==> src/rtl/rsbus_devnull_q.sv <==
// rsbus_devnull_q: ring-bus sink and responder.
// Takes matching frames off the d2r ring, discards write payloads, and queues
// read/update response headers. Each queued header goes into the next empty
// r2d slot of matching length, with the payload made from FILL_DWORD.
//
// Word layout (70 bits), header view:
//   [69] frm_used  [68] frm_owned  [67:66] frm_priority  [65] frm_len
//   [64:62] mem_op [61:60] mem_space [59:52] net_addr [51:48] frm_sid
//   [47:40] frm_rid [39:0] mem_addr
// Payload words are {6-bit tag, 64-bit data}.
// Control word (4 bits): [3] valid, [2:0] side information.
module rsbus_devnull_q #(
    parameter int unsigned RSP_DEPTH  = 4,
    parameter logic [39:0] ADDR_BASE  = '0,
    parameter logic [39:0] ADDR_MASK  = '0,
    parameter logic [63:0] FILL_DWORD = 64'hABBA_FACE_CAFE_BACA,
    parameter int unsigned FILL_MODE  = 0,
    parameter int unsigned CNT_W      = 16
) (
    input  logic                         clk,
    input  logic                         rst,
    input  logic                         enable,
    input  logic                         d2r_i_sof,
    input  logic [3:0]                   d2r_i_ctrl,
    input  logic [69:0]                  d2r_i_bus,
    output logic                         d2r_o_sof,
    output logic [3:0]                   d2r_o_ctrl,
    output logic [69:0]                  d2r_o_bus,
    input  logic                         r2d_i_sof,
    input  logic [69:0]                  r2d_i_bus,
    output logic                         r2d_o_sof,
    output logic [69:0]                  r2d_o_bus,
    output logic                         pkt_intercepted,
    output logic                         rsp_inserted,
    output logic [$clog2(RSP_DEPTH):0]   fifo_level,
    output logic                         fifo_full,
    output logic [CNT_W-1:0]             intercept_cnt,
    output logic [CNT_W-1:0]             response_cnt
);

    localparam int unsigned PTR_W        = $clog2(RSP_DEPTH);
    localparam int unsigned LVL_W        = PTR_W + 1;
    localparam int unsigned HDR_USED_BIT = 69;
    localparam int unsigned HDR_LEN_BIT  = 65;

    typedef enum logic [2:0] {
        MEM_NOP    = 3'd0,
        MEM_READ_1 = 3'd1,
        MEM_READ_8 = 3'd2,
        MEM_WRITE  = 3'd3,
        MEM_UPDATE = 3'd4
    } mem_op_e;

    typedef struct packed {
        logic        frm_used;
        logic        frm_owned;
        logic [1:0]  frm_priority;
        logic        frm_len;
        logic [2:0]  mem_op;
        logic [1:0]  mem_space;
        logic [7:0]  net_addr;
        logic [3:0]  frm_sid;
        logic [7:0]  frm_rid;
        logic [39:0] mem_addr;
    } rbus_hdr_t;

    rbus_hdr_t              d2r_hdr;
    rbus_hdr_t              head_hdr;
    rbus_hdr_t              rsp_hdr;
    rbus_hdr_t              fifo_mem_q [RSP_DEPTH];

    logic                   addr_hit;
    logic                   is_req;
    logic                   full_w;
    logic                   empty_w;
    logic                   icpt_hit;
    logic                   push;
    logic                   ins_hit;
    logic                   pop;
    logic [63:0]            fill_data;

    logic                   icpt_q, icpt_d;
    logic                   ins_q, ins_d;
    logic [2:0]             word_idx_q, word_idx_d;
    logic [PTR_W-1:0]       wr_ptr_q, wr_ptr_d;
    logic [PTR_W-1:0]       rd_ptr_q, rd_ptr_d;
    logic [LVL_W-1:0]       level_q, level_d;
    logic [CNT_W-1:0]       icpt_cnt_q, icpt_cnt_d;
    logic [CNT_W-1:0]       rsp_cnt_q, rsp_cnt_d;
    logic                   d2r_sof_q, d2r_sof_d;
    logic [3:0]             d2r_ctrl_q, d2r_ctrl_d;
    logic [69:0]            d2r_bus_q, d2r_bus_d;
    logic                   r2d_sof_q, r2d_sof_d;
    logic [69:0]            r2d_bus_q, r2d_bus_d;

    assign d2r_hdr  = d2r_i_bus;
    assign head_hdr = fifo_mem_q[rd_ptr_q];
    assign full_w   = (level_q == LVL_W'(RSP_DEPTH));
    assign empty_w  = (level_q == '0);

    // Intercept decision on the d2r header and the response header it produces.
    always_comb begin
        addr_hit = (((d2r_hdr.mem_addr ^ ADDR_BASE) & ADDR_MASK) == '0);
        is_req   = (d2r_hdr.mem_op == MEM_READ_1) ||
                   (d2r_hdr.mem_op == MEM_READ_8) ||
                   (d2r_hdr.mem_op == MEM_UPDATE);
        icpt_hit = enable & d2r_hdr.frm_used & ~d2r_hdr.frm_owned & addr_hit & ~full_w;
        push     = d2r_i_sof & icpt_hit & is_req;

        rsp_hdr           = d2r_hdr;
        rsp_hdr.frm_used  = 1'b1;
        rsp_hdr.frm_owned = 1'b0;
        rsp_hdr.frm_len   = (d2r_hdr.mem_op == MEM_READ_8) |
                            ((d2r_hdr.mem_op == MEM_UPDATE) & d2r_hdr.frm_len);
    end

    // d2r path: latch the intercept flag at sof and blank the whole slot while set.
    always_comb begin
        d2r_sof_d  = d2r_i_sof;
        icpt_d     = d2r_i_sof ? icpt_hit : icpt_q;
        d2r_ctrl_d = d2r_i_ctrl;
        d2r_bus_d  = d2r_i_bus;
        if (icpt_d) begin
            d2r_ctrl_d = '0;
            d2r_bus_d  = '0;
        end
        icpt_cnt_d = icpt_cnt_q;
        if (d2r_i_sof && icpt_hit) begin
            icpt_cnt_d = icpt_cnt_q + CNT_W'(1);
        end
    end

    // r2d path: insert the queue head into a matching empty slot, then fill payload.
    always_comb begin
        ins_hit   = ~empty_w & ~r2d_i_bus[HDR_USED_BIT] &
                    (r2d_i_bus[HDR_LEN_BIT] == head_hdr.frm_len);
        pop       = r2d_i_sof & ins_hit;
        r2d_sof_d = r2d_i_sof;
        ins_d     = r2d_i_sof ? ins_hit : ins_q;

        word_idx_d = word_idx_q;
        if (r2d_i_sof) begin
            word_idx_d = '0;
        end else if (ins_q && (word_idx_q != 3'd7)) begin
            word_idx_d = word_idx_q + 3'd1;
        end

        fill_data = (FILL_MODE == 1) ? {FILL_DWORD[63:8], 5'b0, word_idx_q} : FILL_DWORD;

        r2d_bus_d = r2d_i_bus;
        if (r2d_i_sof) begin
            if (ins_hit) begin
                r2d_bus_d = head_hdr;
            end
        end else if (ins_q) begin
            r2d_bus_d = {6'h3F, fill_data};
        end

        rsp_cnt_d = rsp_cnt_q;
        if (pop) begin
            rsp_cnt_d = rsp_cnt_q + CNT_W'(1);
        end
    end

    // Response FIFO pointers and level; a same-cycle pop never makes room for a push.
    always_comb begin
        wr_ptr_d = push ? wr_ptr_q + PTR_W'(1) : wr_ptr_q;
        rd_ptr_d = pop  ? rd_ptr_q + PTR_W'(1) : rd_ptr_q;
        case ({push, pop})
            2'b10:   level_d = level_q + LVL_W'(1);
            2'b01:   level_d = level_q - LVL_W'(1);
            default: level_d = level_q;
        endcase
    end

    // State and output registers.
    always_ff @(posedge clk or posedge rst) begin
        if (rst) begin
            icpt_q     <= 1'b0;
            ins_q      <= 1'b0;
            word_idx_q <= '0;
            wr_ptr_q   <= '0;
            rd_ptr_q   <= '0;
            level_q    <= '0;
            icpt_cnt_q <= '0;
            rsp_cnt_q  <= '0;
            d2r_sof_q  <= 1'b0;
            d2r_ctrl_q <= '0;
            d2r_bus_q  <= '0;
            r2d_sof_q  <= 1'b0;
            r2d_bus_q  <= '0;
        end else begin
            icpt_q     <= icpt_d;
            ins_q      <= ins_d;
            word_idx_q <= word_idx_d;
            wr_ptr_q   <= wr_ptr_d;
            rd_ptr_q   <= rd_ptr_d;
            level_q    <= level_d;
            icpt_cnt_q <= icpt_cnt_d;
            rsp_cnt_q  <= rsp_cnt_d;
            d2r_sof_q  <= d2r_sof_d;
            d2r_ctrl_q <= d2r_ctrl_d;
            d2r_bus_q  <= d2r_bus_d;
            r2d_sof_q  <= r2d_sof_d;
            r2d_bus_q  <= r2d_bus_d;
        end
    end

    // Response header storage; contents are only meaningful below the level.
    always_ff @(posedge clk) begin
        if (push) begin
            fifo_mem_q[wr_ptr_q] <= rsp_hdr;
        end
    end

    assign d2r_o_sof       = d2r_sof_q;
    assign d2r_o_ctrl      = d2r_ctrl_q;
    assign d2r_o_bus       = d2r_bus_q;
    assign r2d_o_sof       = r2d_sof_q;
    assign r2d_o_bus       = r2d_bus_q;
    assign pkt_intercepted = icpt_q;
    assign rsp_inserted    = ins_q;
    assign fifo_level      = level_q;
    assign fifo_full       = full_w;
    assign intercept_cnt   = icpt_cnt_q;
    assign response_cnt    = rsp_cnt_q;

endmodule
==> config.mk <==
export PLATFORM = sky130hd
export DESIGN_NAME = rsbus_devnull_q
export DESIGN_NICKNAME = d
export VERILOG_FILES = /design/src/rtl/rsbus_devnull_q.sv
export SDC_FILE = /design/constraint.sdc
export NUM_CORES = 1
export LEC_CHECK = 0
export CAP_MARGIN = 25
export CORE_MARGIN = 8
export CORE_UTILIZATION = 40
export CTS_BUF_LIST = sky130_fd_sc_hd__clkbuf_16
export CTS_CLUSTER_DIAMETER = 30
export DETAILED_ROUTE_END_ITERATION = 6
export PLACE_DENSITY = 0.74
export SYNTH_ARGS = -nofsm -noshare
export SYNTH_HDL_FRONTEND = slang
export SYNTH_SLANG_ARGS = --single-unit
==> constraint.sdc <==
create_clock -name clk -period 10.6 [get_ports clk]
set_input_delay 1.59 -clock clk [delete_from_list [all_inputs] [get_ports clk]]
set_output_delay 1.59 -clock clk [all_outputs]
set_load 0.1 [all_outputs]
Word level (Yosys, flattened, before mapping)
Memories as Yosys holds them, arrays and structs flattened.
Index checks and enable logic that the tools add are counted.
{ "classes": {"n_mux": 9, "bitwise": 14, "eq_ne": 7, "add_sub_neg": 6, "n_reduce_logical": 5} }
{ "ops": {"columns": ["cell", "n"], "rows": [
  ["70-bit two-way mux", 4],
  ["16-bit by 1-bit adder with 16-bit output (second input constant)", 2],
  ["1-bit AND", 9],
  ["3-bit == test (second input constant)", 2],
  ["3-bit case mux with 2 select lines", 1],
  ["2-bit by 1-bit adder with 2-bit output (second input constant)", 2],
  ["4-bit two-way mux", 1],
  ["1-bit NOT", 4],
  ["3-bit by 1-bit adder with 3-bit output (second input constant)", 1],
  ["3-bit by 1-bit == test with 1-bit output (second input constant)", 1],
  ["3-bit by 2-bit == test with 1-bit output (second input constant)", 1],
  ["3-bit logical NOT", 1],
  ["1-bit two-way mux", 3],
  ["3-bit by 1-bit subtractor with 3-bit output (second input constant)", 1],
  ["2-bit by 1-bit == test with 1-bit output (second input constant)", 1],
  ["2-bit == test (second input constant)", 1],
  ["1-bit logical OR", 2],
  ["2-bit nonzero test", 1],
  ["1-bit == test", 1],
  ["1-bit logical AND", 1],
  ["1-bit OR", 1]
]} }
{ "word_totals": {"ram_bits": 272, "n_memories": 1, "ff_bits": 187, "output_inout_bits": 184} }
{ "mem_list": {"columns": ["memory", "depth", "word_bits", "rd", "rd_ports_with_merged_regs", "write_ports", "line", "rtl"], "rows": [
  ["fifo_mem_q", 4, 68, 1, 0, 1, "70", "rbus_hdr_t fifo_mem_q [RSP_DEPTH];"]
]} }

Depth between registers and ports, before layout
{ "depth": {"word_depth": 7, "ltp_mapped": 12, "ltp_nobuf": 10} }

Least setup slack after synthesis
No wires, ideal clock.
{ "synth_path": {"path_kind": "input port to flip-flop", "startpoint": "input d2r_i_bus[68]", "endpoint": "memory fifo_mem_q[0][0] (netlist bit) (enable)", "setup_time_ns": 0.433, "stages": 3, "path_slack_ns": 6.174, "n_path_buf": 0, "arrival_ns": 3.993, "path_cell_list": "nand4b_1 > nor3_1 > and2_1"} }
{ "synth_between": {"elab_chain_cells": 7} }
{ "synth_rtl": {"columns": ["element", "line", "rtl"], "rows": [
  ["start, declared", "25", "input logic [69:0] d2r_i_bus,"],
  ["1-bit NOT", "107", "icpt_hit = enable & d2r_hdr.frm_used & ~d2r_hdr.frm_owned & addr_hit & ~full_w;"],
  ["1-bit AND (2 in a row)", "107", null],
  ["1-bit AND (2 in a row)", "108", "push = d2r_i_sof & icpt_hit & is_req;"],
  ["1-bit two-way mux", "211", "if (push) begin"],
  ["1-bit two-way mux (implied by the code)", "212", "fifo_mem_q[wr_ptr_q] <= rsp_hdr;"],
  ["end, declared", "70", null]
]} }
No other way between the ends.

Worst setup path in the final report
{ "layout_path": {"startpoint": "register level_q[2] (netlist: fifo_level[2])", "endpoint": "output fifo_full"} }
{ "layout_between": {"elab_chain_cells": 1} }
{ "layout_rtl": {"columns": ["element", "line", "rtl"], "rows": [
  ["start, declared", "87", "logic [LVL_W-1:0] level_q, level_d;"],
  ["start signal, assigned", "198", "level_q <= level_d;"],
  ["3-bit == test", "98", "assign full_w = (level_q == LVL_W'(RSP_DEPTH));"],
  ["end, declared", "36", "output logic fifo_full,"]
]} }
No other way between the ends.

==> results.ini <==
[synth]
synthArstFlopShare_pct = 40.74
synthTopCellsByArea = edfxtp_1, dfrtp_1, mux4_2
syn_area_um2 = 17000
ys_ff_latch = 459
post-synth-top-area-cell = edfxtp_1
synthesis.nets = 1154
yosys_warnings = 0
syn_inst = 997
syn_area_per_cell_um2 = 17.05
synth_ff_type = edfxtp_1
synth_seq_area_share_pct = 75.58
synth.most_common_cell = edfxtp_1
synth_edf_count = 272
synthTopCellsByCount = edfxtp_1, dfrtp_1, and2_1, nand3_1, o21ai_0
synth_top_area_share_pct = 48.05
ys_types = 37

[setup_path]
required_ps = 9010
rr_startpoint = rd_ptr_q[0]
rr_endpoint = fifo_level[2]
criticalPathCategory = flip-flop to output port
reg2regPathDepth = 10
critPathArrivalTime_ps = 2730
end_kind = output port
startpoint_type = flip-flop
worstPathMaxFanout = 6
reg2reg_slack_ps = 7540

[sta]
finalClockSkew_ps = 15.32
setup_viol = 0
slew_headroom_pct = 25.05
post-route-period-util_pct = 40.74
fin_crit_ps = 4318
tns_ps = 0
hold_viol_final = 0
tightest_slew_ps = 1121
rsz0062_at_grt = no
slew_viol_final = 0
max_freq_mhz = 231.6

[clock_network]
postCtsSetupRepairBufs = 0
cts_sinks = 459
cts_resized = 0
htreeDepth = 3
cts_buffers = 94
clkSlewWorstSetupHoldPaths_ps = 40
cts_tree = built
cts_root_buf = clkbuf_16
clock_path_buffers = 3
worstSkewPairLatency_ps = 610
cts_hold_buf = 0

[grt]
grt-ovfl-total = 0
antenna_found_initial = 0
grtUsageTotal_pct = 17.05
grt_max_degree = 118
grt_first_pass_wirelength_mm = 65.16
grt_pass1_vias = 11020

[floorplan]
initial_core_util_pct = 40.52
dieWidth_um = 222.2
die_area_um2 = 49350
num_rows = 75
core_um2 = 41950
die_h_um = 222.2
ios = 333

[flow_run]
cap_viol_max_count = 0

[run_status]
status = finished, final reports clean

[route]
drt_iter0_drc = 751
vias = 9926
drc = 0
wl_mm = 41.69
dr.pass1.iters = 5
routedWlPerCell_um = 20.82
ant_nets = 0
routed_via_density = 4.956

[placement]
numPortBuffers = 332
hpwl_mm = 25.88
place_congestion = 0.7488

[final_layout]
nNetsFinal = 1539
area_growth_pct = 42.29
final_util_pct = 57.66
diodes = 0
layout-drive-gt1-share_pct = 17.42

[worst_hold_path]
whs_endpoint = intercept_cnt[15]
hp-class = flip-flop to flip-flop
min_path_cells = 1
worstHoldStart = intercept_cnt[15]

[power]
pwr_density_cell_nw_per_um2 = 289.8
cellLeakagePower_nw = 9.015
irDropWorstVdd_v = 0.0001845

==> sequential cells by signal, summed over array words and instances (netlist names), 2 cells and up <==
register / count
intercept_cnt: 16
rd_ptr_q: 2
wr_ptr_q: 2
d2r_o_ctrl: 4
fifo_mem_q: 272
fifo_level: 3
response_cnt: 16
d2r_o_bus: 70
r2d_o_bus: 70
==> worst max path at each step <==
stage	start	end	slack, ps	cells after the start
2_1_floorplan	rst	d2r_o_bus[0]	3920	1
3_3_place_gp	r2d_i_sof	response_cnt[1]	6000	8
3_5_place_dp	r2d_i_sof	fifo_level[2]	5960	12
4_1_cts	fifo_level[0]	fifo_full	6240	2
5_1_grt	fifo_level[2]	fifo_full	6190	2
6_report	fifo_level[2]	fifo_full	6280	2
==> cell usage in the layout, fill, tap and decap left out, drive strengths merged, types with 35 or more instances in the layout <==
master,netlist,layout
nand2,37,37
clkinv,0,35
mux4,68,68
o21ai,69,69
clkbuf,38,102
nor2,50,50
and2,81,81
clkdlybuf4s50,0,332
nand3,75,75
dfrtp,187,187
inv,11,38
edfxtp,272,272
==> logic make-up after synthesis <==
logic type                 Yosys count  synth area share [%]
buffers and inverters               67                 1.737
xor gates and xnor gates            38                 2.002
DFF                                459                 75.58
AOI/OAI and AO/OA                   71                 2.105
and+or+nand+nor                    281                 8.612
adders and majority gates            8                0.6330
muxes                               73                 9.333
==> stage by stage <==
stage / hold slack [ps] / power [W] / std cells / area [um^2] / setup slack (ps)
floorplan: 534.0 / 0.003635 / 997 / 17000 / 3925
global placement: 462.7 / 0.004126 / 1820 / 20870 / 6004
detailed placement: 469.8 / 0.004143 / 1825 / 20950 / 5964
CTS: 477.6 / 0.007090 / 2003 / 24190 / 6239
global route: 502.3 / 0.007264 / 2003 / 24190 / 6191
finish: 480.3 / 0.007010 / 2003 / 24190 / 6282
==> per-layer routing <==
| layer | GRT usage [%] | vias up | share of wire, % |
|---|---|---|---|
| met5 | 0 | - | 0 |
| met4 | 5.174 | 0 | 1.7 |
| met3 | 6.282 | 59 | 7.2 |
| met2 | 28.31 | 318 | 50 |
| met1 | 20.60 | 5054 | 41 |
| li1 | - | 4495 | - |
==> critical path, stage by stage, from the launching register on <==
cell and delay (ps):
dfrtp_1 430, nor3b_2 460, clkdlybuf4s50_1 1240
==> report_power, final <==
part	internal, W	switching (W)
clock network	0.00196	0.000951
registers	0.00205	0.000133
logic	0.000567	0.00135
total	0.00457	0.00244
==> layout make-up <==
class | count | area (um^2)
clock inverters | 76 | 681.9
inverters | 11 | 48.80
fillers | 3167 | 17760
repair buffers | 345 | 3468
clock buffers | 102 | 2552
multi-input cells | 471 | 3906
flip-flops and latches | 459 | 12850
well taps | 539 | 674.4
No activity file was read; power rests on OpenSTA's default activity.
